File: src/rtl/tetris_pkg.sv
// Shared types and board constants for the tetris core and its move driver.
package tetris_pkg;

    localparam int unsigned MOVES_PER_ROUND = 16;
    localparam int unsigned ROWS            = 12;
    localparam int unsigned COLS            = 6;
    localparam int unsigned BOARD_W         = ROWS * COLS;

    typedef struct packed {
        logic [2:0] tetromino;
        logic [2:0] position;
    } move_t;

    typedef enum logic [2:0] {
        ST_IDLE,
        ST_ISSUE,
        ST_WAIT,
        ST_GAP,
        ST_DRAIN,
        ST_DONE
    } state_t;

endpackage

File: src/rtl/move_fifo.sv
// Synchronous FIFO of moves with an occupancy count; pushes while full are dropped.
module move_fifo
    import tetris_pkg::*;
#(
    parameter int unsigned DEPTH = MOVES_PER_ROUND,
    parameter int unsigned CNT_W = $clog2(DEPTH + 1)
) (
    input  logic             clk,
    input  logic             rst,
    input  logic             push,
    input  move_t            push_data,
    input  logic             pop,
    output move_t            head,
    output logic [CNT_W-1:0] count
);

    localparam int unsigned AW = $clog2(DEPTH);

    move_t          mem [DEPTH];
    logic [AW-1:0]  wr_ptr;
    logic [AW-1:0]  rd_ptr;
    logic           do_push;
    logic           do_pop;

    assign do_push = push && (count != CNT_W'(DEPTH));
    assign do_pop  = pop && (count != '0);
    assign head    = mem[rd_ptr];

    function automatic logic [AW-1:0] ptr_next(input logic [AW-1:0] p);
        return (p == AW'(DEPTH - 1)) ? '0 : p + AW'(1);
    endfunction

    // Storage carries no reset; only pointers and count define validity.
    always_ff @(posedge clk) begin
        if (do_push) begin
            mem[wr_ptr] <= push_data;
        end
    end

    always_ff @(posedge clk) begin
        if (rst) begin
            wr_ptr <= '0;
            rd_ptr <= '0;
            count  <= '0;
        end else begin
            if (do_push) begin
                wr_ptr <= ptr_next(wr_ptr);
            end
            if (do_pop) begin
                rd_ptr <= ptr_next(rd_ptr);
            end
            case ({do_push, do_pop})
                2'b10:   count <= count + CNT_W'(1);
                2'b01:   count <= count - CNT_W'(1);
                default: count <= count;
            endcase
        end
    end

endmodule

File: src/rtl/tetris_move_driver.sv
// Buffers a round of moves, issues them to the tetris core one at a time and
// collects score, board, latency and protocol status for the round.
module tetris_move_driver
    import tetris_pkg::*;
#(
    parameter int unsigned DEPTH   = MOVES_PER_ROUND,
    parameter int unsigned TIMEOUT = 1000,
    parameter int unsigned LAT_W   = 16
) (
    input  logic               clk,
    input  logic               rst,
    input  logic               load_valid,
    input  logic [2:0]         load_tetromino,
    input  logic [2:0]         load_position,
    output logic               load_ready,
    input  logic               round_start,
    input  logic [1:0]         gap,
    output logic               in_valid,
    output logic [2:0]         tetrominoes,
    output logic [2:0]         position,
    input  logic               score_valid,
    input  logic               fail,
    input  logic [3:0]         score,
    input  logic               tetris_valid,
    input  logic [BOARD_W-1:0] tetris,
    output logic               round_done,
    output logic               round_fail,
    output logic [3:0]         final_score,
    output logic [BOARD_W-1:0] final_tetris,
    output logic [4:0]         moves_issued,
    output logic [LAT_W-1:0]   total_latency,
    output logic               timeout_err,
    output logic               proto_err
);

    localparam int unsigned CNT_W = $clog2(DEPTH + 1);
    localparam int unsigned TMO_W = $clog2(TIMEOUT + 1);

    state_t           state;
    move_t            head;
    move_t            push_move;
    logic [CNT_W-1:0] count;
    logic             push;
    logic             pop;
    logic [TMO_W-1:0] lat;
    logic [1:0]       gap_lat;
    logic [1:0]       gap_cnt;
    logic [4:0]       drain_left;
    logic             sv_q;
    logic             timed_out;
    logic             abort;
    logic             last_move;
    logic             proto_hit;

    assign load_ready = count < CNT_W'(DEPTH);
    assign push       = load_valid && load_ready;
    assign push_move  = {load_tetromino, load_position};
    assign pop        = (state == ST_ISSUE) || (state == ST_DRAIN);

    assign timed_out  = !score_valid && (lat == TMO_W'(TIMEOUT));
    assign abort      = (score_valid && fail) || timed_out;
    assign last_move  = moves_issued == 5'(DEPTH);

    assign proto_hit  = (score_valid && (state != ST_WAIT))
                     || (score_valid && sv_q)
                     || (!score_valid && ((score != '0) || fail || tetris_valid))
                     || (!tetris_valid && (tetris != '0));

    move_fifo #(
        .DEPTH (DEPTH),
        .CNT_W (CNT_W)
    ) u_fifo (
        .clk       (clk),
        .rst       (rst),
        .push      (push),
        .push_data (push_move),
        .pop       (pop),
        .head      (head),
        .count     (count)
    );

    function automatic logic [LAT_W-1:0] sat_add(input logic [LAT_W-1:0] a,
                                                 input logic [TMO_W-1:0] b);
        logic [LAT_W:0] sum;
        sum = {1'b0, a} + (LAT_W + 1)'(b);
        return sum[LAT_W] ? '1 : sum[LAT_W-1:0];
    endfunction

    // Round sequencer; the move bus is registered and idles at zero.
    always_ff @(posedge clk) begin
        if (rst) begin
            state         <= ST_IDLE;
            in_valid      <= 1'b0;
            tetrominoes   <= '0;
            position      <= '0;
            round_done    <= 1'b0;
            round_fail    <= 1'b0;
            final_score   <= '0;
            final_tetris  <= '0;
            moves_issued  <= '0;
            total_latency <= '0;
            timeout_err   <= 1'b0;
            lat           <= '0;
            gap_lat       <= '0;
            gap_cnt       <= '0;
            drain_left    <= '0;
        end else begin
            in_valid    <= 1'b0;
            tetrominoes <= '0;
            position    <= '0;
            round_done  <= 1'b0;
            case (state)
                ST_IDLE: begin
                    if (round_start && (count == CNT_W'(DEPTH))) begin
                        moves_issued  <= '0;
                        round_fail    <= 1'b0;
                        final_score   <= '0;
                        final_tetris  <= '0;
                        total_latency <= '0;
                        gap_lat       <= gap;
                        in_valid      <= 1'b1;
                        tetrominoes   <= head.tetromino;
                        position      <= head.position;
                        state         <= ST_ISSUE;
                    end
                end
                ST_ISSUE: begin
                    moves_issued <= moves_issued + 5'd1;
                    lat          <= TMO_W'(1);
                    state        <= ST_WAIT;
                end
                ST_WAIT: begin
                    if (score_valid) begin
                        total_latency <= sat_add(total_latency, lat);
                        final_score   <= score;
                        if (tetris_valid) begin
                            final_tetris <= tetris;
                        end
                    end
                    if (timed_out) begin
                        timeout_err <= 1'b1;
                    end
                    if (abort) begin
                        round_fail <= 1'b1;
                        if (last_move) begin
                            round_done <= 1'b1;
                            state      <= ST_DONE;
                        end else begin
                            drain_left <= 5'(DEPTH) - moves_issued;
                            state      <= ST_DRAIN;
                        end
                    end else if (score_valid) begin
                        if (last_move) begin
                            round_done <= 1'b1;
                            state      <= ST_DONE;
                        end else if (gap_lat != '0) begin
                            gap_cnt <= gap_lat - 2'd1;
                            state   <= ST_GAP;
                        end else begin
                            in_valid    <= 1'b1;
                            tetrominoes <= head.tetromino;
                            position    <= head.position;
                            state       <= ST_ISSUE;
                        end
                    end else begin
                        lat <= lat + TMO_W'(1);
                    end
                end
                ST_GAP: begin
                    if (gap_cnt == '0) begin
                        in_valid    <= 1'b1;
                        tetrominoes <= head.tetromino;
                        position    <= head.position;
                        state       <= ST_ISSUE;
                    end else begin
                        gap_cnt <= gap_cnt - 2'd1;
                    end
                end
                ST_DRAIN: begin
                    if (drain_left == 5'd1) begin
                        round_done <= 1'b1;
                        state      <= ST_DONE;
                    end else begin
                        drain_left <= drain_left - 5'd1;
                    end
                end
                ST_DONE: begin
                    state <= ST_IDLE;
                end
                default: begin
                    state <= ST_IDLE;
                end
            endcase
        end
    end

    // Sticky protocol monitor on the response interface.
    always_ff @(posedge clk) begin
        if (rst) begin
            sv_q      <= 1'b0;
            proto_err <= 1'b0;
        end else begin
            sv_q <= score_valid;
            if (proto_hit) begin
                proto_err <= 1'b1;
            end
        end
    end

endmodule

File: config.mk
export PLATFORM = sky130hd
export DESIGN_NAME = tetris_move_driver
export DESIGN_NICKNAME = d
export VERILOG_FILES = /design/src/rtl/tetris_pkg.sv /design/src/rtl/move_fifo.sv /design/src/rtl/tetris_move_driver.sv
export SDC_FILE = /design/constraint.sdc
export NUM_CORES = 1
export LEC_CHECK = 0
export CAP_MARGIN = 30
export CORE_MARGIN = 4
export CORE_UTILIZATION = 35
export CTS_BUF_LIST = sky130_fd_sc_hd__clkbuf_8
export CTS_CLUSTER_SIZE = 12
export DETAILED_ROUTE_END_ITERATION = 6
export HOLD_SLACK_MARGIN = 0.12
export PLACE_DENSITY = 0.57
export SLEW_MARGIN = 20
export SYNTH_ARGS = -nofsm -noshare
export SYNTH_HDL_FRONTEND = slang
export SYNTH_HIERARCHICAL = 1
export SYNTH_SLANG_ARGS = --single-unit
File: constraint.sdc
create_clock -name clk -period 8.1 [get_ports clk]
set_clock_uncertainty 0.1 [all_clocks]
set_input_delay 1.215 -clock clk [delete_from_list [all_inputs] [get_ports clk]]
set_output_delay 1.215 -clock clk [all_outputs]
set_load 0.01 [all_outputs]
* Word level (Yosys, flattened, before mapping) *
Memories as Yosys holds them, arrays and structs flattened. A register that Yosys moved wholly into a read port is not among the register bits.
Index checks and enable logic that the tools add are counted.

word-level totals
  bits in registers = 144
  memory bits (writable) = 96
  input bits = 91
  output and inout port bits = 109
  memories kept = 1

memory list
  memory      depth  width  read ports  clocked after memory_dff  wr ports  line             RTL
  u_fifo.mem  16     6      1           1                         1         move_fifo.sv:19  move_t mem [DEPTH];

cells by class
  add/sub/neg operators = 11
  $lt $le $gt $ge = 1
  eq/ne operators = 27
  multiplexer cells = 71
  reduce and logical (&&, ||, !) cells = 41

operator list
  kind                                                             number
  72-bit 2-to-1 mux                                                3
  72-bit case mux with 2 select lines                              1
  72-bit nonzero test                                              1
  3-bit 2-to-1 mux                                                 18
  16-bit 2-to-1 mux                                                3
  16-bit case mux with 2 select lines                              1
  5-bit case mux with 2 select lines                               3
  4-bit 2-to-1 mux                                                 6
  2-bit != test, second input constant                             11
  10-bit 2-to-1 mux                                                2
  5-bit 2-to-1 mux                                                 4
  10-bit case mux with 2 select lines                              1
  3-bit case mux with 3 select lines                               2
  16-bit by 10-bit adder with 17-bit output                        1
  1-bit 2-to-1 mux                                                 15
  3-bit case mux with 5 select lines                               1
  2-bit nonzero test                                               7
  2-bit 2-to-1 mux                                                 6
  4-bit AND reduction                                              3
  10-bit by 1-bit adder with 10-bit output, second input constant  1
  5-bit by 1-bit adder with 5-bit output, second input constant    2
  10-bit equality test, second input constant                      1
  5-bit equality test, second input constant                       2
  1-bit logical AND                                                10
  29 further kinds                                                 46

* Depth between registers and ports, before layout *
  word-level depth = 6
  depth in mapped cells = 15

* By module *
Netlist, hierarchy kept.

by module, submodules not included
  module              times used  cells an instance  area an instance (sq um)  sequential area each (sq um)
  tetris_move_driver  1           745                6018.3                    2622.5
  move_fifo           1           251                4682.0                    3223.1

* Least setup slack after synthesis *
No wires, ideal clock.

  kind = input-to-reg
  start point = input port load_valid
  end point = register u_fifo.count[4]
  library setup time = 0.121 ns
  arrival time = 3.077 ns
  slack = 4.803 ns
  cell stages on the path = 11
  cells stage by stage = nor2b_1 > o21a_2 > clkinv_2 > ha_1 > clkbuf_1 > xor2_1 > ha_1 > inv_1 > a32oi_1 > a31oi_1 > mux2_2

on the way
  longest elaborated chain between the ends = 4
  elaborated cells on any way between the ends = 6

ends and longest elaborated chain
  element                                                                                       line                      RTL
  start, declared                                                                               tetris_move_driver.sv:12  input logic load_valid,
  1-bit logical AND *                                                                           tetris_move_driver.sv:56  assign push = load_valid && load_ready;
  1-bit logical AND *                                                                           move_fifo.sv:25           assign do_push = push && (count != CNT_W'(DEPTH));
  2-bit by 1-bit equality test with 1-bit output / 2-bit equality test (equally long branches)  move_fifo.sv:52           case ({do_push, do_pop})
  5-bit case mux with 2 select lines / 2-bit nonzero test (equally long branches)               n/a
  end signal, assigned                                                                          move_fifo.sv:53           2'b10: count <= count + CNT_W'(1);
  end signal, assigned                                                                          move_fifo.sv:54           2'b01: count <= count - CNT_W'(1);
  end signal, assigned                                                                          move_fifo.sv:55           default: count <= count;
  end, declared                                                                                 move_fifo.sv:14           output logic [CNT_W-1:0] count

Mark *: on every way between the ends. The rest lies on a longest branch, timed or not.
A chain may end at the register's enable or synchronous reset.

* Worst setup path in the final report *
  start point = input port load_valid
  end point = register u_fifo.count[4]

on the way
  longest elaborated chain between the ends = 4
  elaborated cells on any way between the ends = 6

ends and longest elaborated chain
  element                                                                                       line                      RTL
  1-bit logical AND *                                                                           tetris_move_driver.sv:56
  via push                                                                                      tetris_move_driver.sv:43  logic push;
  1-bit logical AND *                                                                           move_fifo.sv:25
  2-bit by 1-bit equality test with 1-bit output / 2-bit equality test (equally long branches)  move_fifo.sv:52
  5-bit case mux with 2 select lines / 2-bit nonzero test (equally long branches)               n/a

The timed path passes the listed nets; every way through them passes the cells marked *.

==> flow_metrics.py <==
metrics = {
    "floorplan": {
        "ios": 200,
        "die_x_um": 183,
        "num_rows": 63,
        "initial_core_util_pct": 35.8,
        "core_area_um2": 29900,
        "dieArea_um2": 33400,
        "die_y_um": 183,
    },
    "setup_path": {
        "cp_max_fo": 9,
        "slowest_stage": "clkdlybuf4s50_1",
        "cp-end-kind": "flip-flop",
        "startpoint_type": "input port",
        "cp.arrival_ns": 3.71,
        "worstPathBufferInverterCount": 3,
        "r2r_cells": 12,
        "max_stage_delay_ns": 0.46,
        "r2r_setup_slack_ns": 4.77,
        "required_ns": 8.42,
        "crit_family": "buffers and inverters",
        "critical_path_class": "input port to flip-flop",
        "crit_top_cell": "ha_1",
        "path_cells": "clkdlybuf4s50_1 -> nor2b_1 -> o21a_2 -> clkinv_2 -> ha_1 -> xor2_1 -> ha_1 -> inv_1 -> a32oi_1 -> a31oi_1 -> mux2_2",
        "path_depth": 11,
    },
    "cts": {
        "cts_max_level": 2,
        "cts.sinks": 244,
        "cts_hold_buffers": 0,
        "insertion_delay_ns": 0.55,
        "post_cts_buffers": 0,
        "cts_resized": 0,
        "cts_buffers": 43,
        "path_clk_slew_ns": 0.06,
        "clockBufferDepth": 3,
        "clockRootBuffer": "clkbuf_8",
        "cts_tree": "built",
    },
    "min_path": {
        "hold_class": "flip-flop to flip-flop",
        "holdPathStages": 2,
    },
    "yosys": {
        "ys_async_sr_fraction_pct": 0,
        "synth.net_count": 1113,
        "synth.yosys.seq_area_share_pct": 54.6,
        "syn_avg_cell_area_um2": 10.7,
        "mappedNetlistArea_um2": 10700,
        "ys.flop_type": "dfxtp_1",
        "ys_ff_latch": 244,
        "synthCells": 996,
        "synth_edf_count": 96,
        "yosysWarnings": 6,
        "yosysUniqueCellTypes": 81,
    },
    "job": {
        "maxCapViolCount": 0,
    },
    "power": {
        "p_int_mw": 2.03,
        "clockPowerShare_pct": 46.4,
        "swShare_pct": 21.8,
        "ir_drop_mv": 0.122,
        "p_leak_nw": 4.78,
        "power.density_nw_per_um2": 187,
        "p_sw_mw": 0.566,
        "p_comb_share_pct": 4.0,
        "p_seq_share_pct": 49.7,
    },
    "sta": {
        "worst_pin_slew_ns": 0.901,
        "timing.final.ws_setup_ns": 4.70,
        "fmax_mhz": 294,
        "fin_setup_tns_ns": 0,
        "min_period_over_period_pct": 41.9,
        "holdWs_ns": 0.361,
        "finalHoldViolations": 0,
        "rsz0062_at_grt": "no",
        "slew_headroom_pct": 39.9,
        "post-route-min-period_ns": 3.40,
        "finalSetupViolations": 0,
        "slew_viol_final": 0,
    },
    "detailed_routing": {
        "drt-pass1-iter-count": 5,
        "drtAntennaViolNets": 0,
        "drtIter0Drc": 495,
        "drt-vias-per-instance": 5.19,
        "wl_per_cell_um": 18.3,
        "drc": 0,
        "vias": 8371,
        "drt_wl_total_um": 29500,
    },
    "finish": {
        "synthToLayoutAreaGrowth_pct": 29.7,
        "fill_cells": 2770,
        "fin_cells": 1612,
        "num-nets-final": 1305,
        "drive_gt1_share_pct": 9.17,
        "diodes": 0,
    },
    "global_route": {
        "overflow": 0,
        "met3_usage_pct": 7.81,
        "grt_pass1_vias": 8494,
        "use_met1_pct": 21.3,
        "grt_max_degree": 79,
        "grt_pass1_wl_um": 46900,
        "busiest_layer": "met2",
        "antenna_found_initial": 1,
        "met2_usage_pct": 28.2,
        "grtUsageTotal_pct": 17.4,
    },
    "place": {
        "place_congestion": 0.847,
        "dp_hpwl_um": 20200,
        "placement.io_buffers": 199,
        "dpl_worst_slack_ns": 4.20,
        "placed_cells": 1533,
    },
    "run_status": {
        "run_status": "complete, no violations",
    },
}
==> cell families (layout without fill, tap and decap cells) <==
family	count (synthesis)	in the layout	share of synthesized area [%]
multiplexers	37	37	7.60
AO/OA/AOI/OAI	191	191	10.8
XOR/XNOR	24	24	1.96
buffers and inverters	79	305	3.45
adder cells (fa/ha/maj)	26	26	3.11
AND/OR/NAND/NOR	395	395	18.5
flip-flops	244	244	54.6
==> stage by stage <==
stage | power [mW] | util, % | instance area (um^2)
floorplan | 1.34 | - | 10700
global placement | 1.42 | 43.3 | 12900
detailed placement | 1.42 | 43.3 | 12900
CTS | 2.64 | 46.5 | 13900
global route | 2.71 | 46.5 | 13900
finish | 2.59 | 46.5 | 13900
==> state kept, by name, summed over array words and instances (netlist names), 3 cells and up, named ones only <==
register       count
final_score        4
u_fifo/mem        96
u_fifo/wr_ptr      4
moves_issued       5
total_latency     16
position           3
drain_left         5
u_fifo/rd_ptr      4
state              3
lat               10
final_tetris      72
tetrominoes        3
u_fifo/count       5
==> layout by cell type (no fill, tap or decap), types with 5 or more instances in the layout <==
cell             Yosys  final
ha_1                25     25
a211oi_1             5      5
o21ai_1             17     17
nand3_1             91     90
mux4_2              13     13
clkbuf_8             0     53
and2_1              12     12
nand2b_1             5      5
a21oi_1            108    108
edfxtp_1            96     96
nor2b_1              5      5
xor2_1              20     20
and4_1               5      5
nor4_1              21     21
nand4_1              9      9
buf_4                1      9
and3_1              13     12
mux4_1              17     17
clkinv_1             0      5
inv_1               18     28
clkdlybuf4s50_1      0    198
a31oi_1              6      6
o21ai_0             12     12
clkinv_2             1      6
nand2_1            129    128
nor2_1              57     57
nor3_1              19     19
dfxtp_1            148    148
==> power groups by stage <==
stage                     Combinational (mW)  Clock (mW)  Sequential, mW
after floorplan                       0.0332           0            1.31
after global placement                 0.103           0            1.31
after detailed placement               0.104           0            1.31
after CTS                              0.104        1.25            1.29
after global routing                   0.112        1.31            1.29
final                                  0.103        1.20            1.29
==> cell type report <==
cell class | count | area, um^2 | area share, %
clock inverters | 26 | 204 | 1.47
well taps | 390 | 488 | 3.51
clock buffers | 53 | 729 | 5.25
multi-input cells | 673 | 4490 | 32.4
inverters | 19 | 72.6 | 0.523
repair buffers | 207 | 2050 | 14.8
flip-flops and latches | 244 | 5850 | 42.1
==> tightest hold or removal path: stages (launching register included) <==
cell and delay, ns:
dfxtp_1 0.31, nand2_1 0.05, a21oi_1 0.05
==> path summary, 6_finish.rpt <==
check,from,end
setup / recovery,load_valid,u_fifo/count[4]
hold / removal,round_fail,round_fail
setup reg to reg,state[0],u_fifo/count[4]
hold reg to reg,round_fail,round_fail
==> Yosys cell counts, types with 3 or more instances <==
| master | n | area share (%) |
|---|---|---|
| mux2i_1 | 4 | 0.37 |
| nand2b_1 | 5 | 0.29 |
| xor2_1 | 20 | 1.6 |
| inv_1 | 18 | 0.63 |
| nor2b_1 | 5 | 0.29 |
| ha_1 | 25 | 2.9 |
| nor4_1 | 21 | 1.2 |
| o211ai_1 | 4 | 0.28 |
| a31oi_1 | 6 | 0.35 |
| nor3_1 | 19 | 0.89 |
| mux2_2 | 3 | 0.32 |
| nand4_1 | 9 | 0.53 |
| or3_1 | 4 | 0.23 |
| and3_1 | 13 | 0.76 |
| nand3b_1 | 4 | 0.28 |
| dfxtp_1 | 148 | 28 |
| a22oi_1 | 4 | 0.28 |
| o21ai_0 | 12 | 0.56 |
| buf_1 | 5 | 0.18 |
| mux4_2 | 13 | 2.7 |
| and4_1 | 5 | 0.41 |
| a21oi_1 | 108 | 5.1 |
| nor2_1 | 57 | 2.0 |
| o21ai_1 | 17 | 0.80 |
| edfxtp_1 | 96 | 27 |
| mux4_1 | 17 | 4.2 |
| and2_1 | 12 | 0.70 |
| nand3_1 | 91 | 4.3 |
| a211oi_1 | 5 | 0.35 |
| nand2_1 | 129 | 4.5 |
| a21o_1 | 4 | 0.28 |
| clkbuf_1 | 29 | 1.0 |
| xnor2_1 | 4 | 0.33 |
| buf_2 | 22 | 1.0 |
==> routing by layer <==
layer  vias to the layer above  part of all wire (%)  wire length, um
li1                       4063                     -                -
met4                         2                   1.9              550
met2                       270                    46            13500
met5                         -                 0.044               13
met1                      3996                    42            12300
met3                        40                    11             3150
Power figures use the tool's default switching activity.
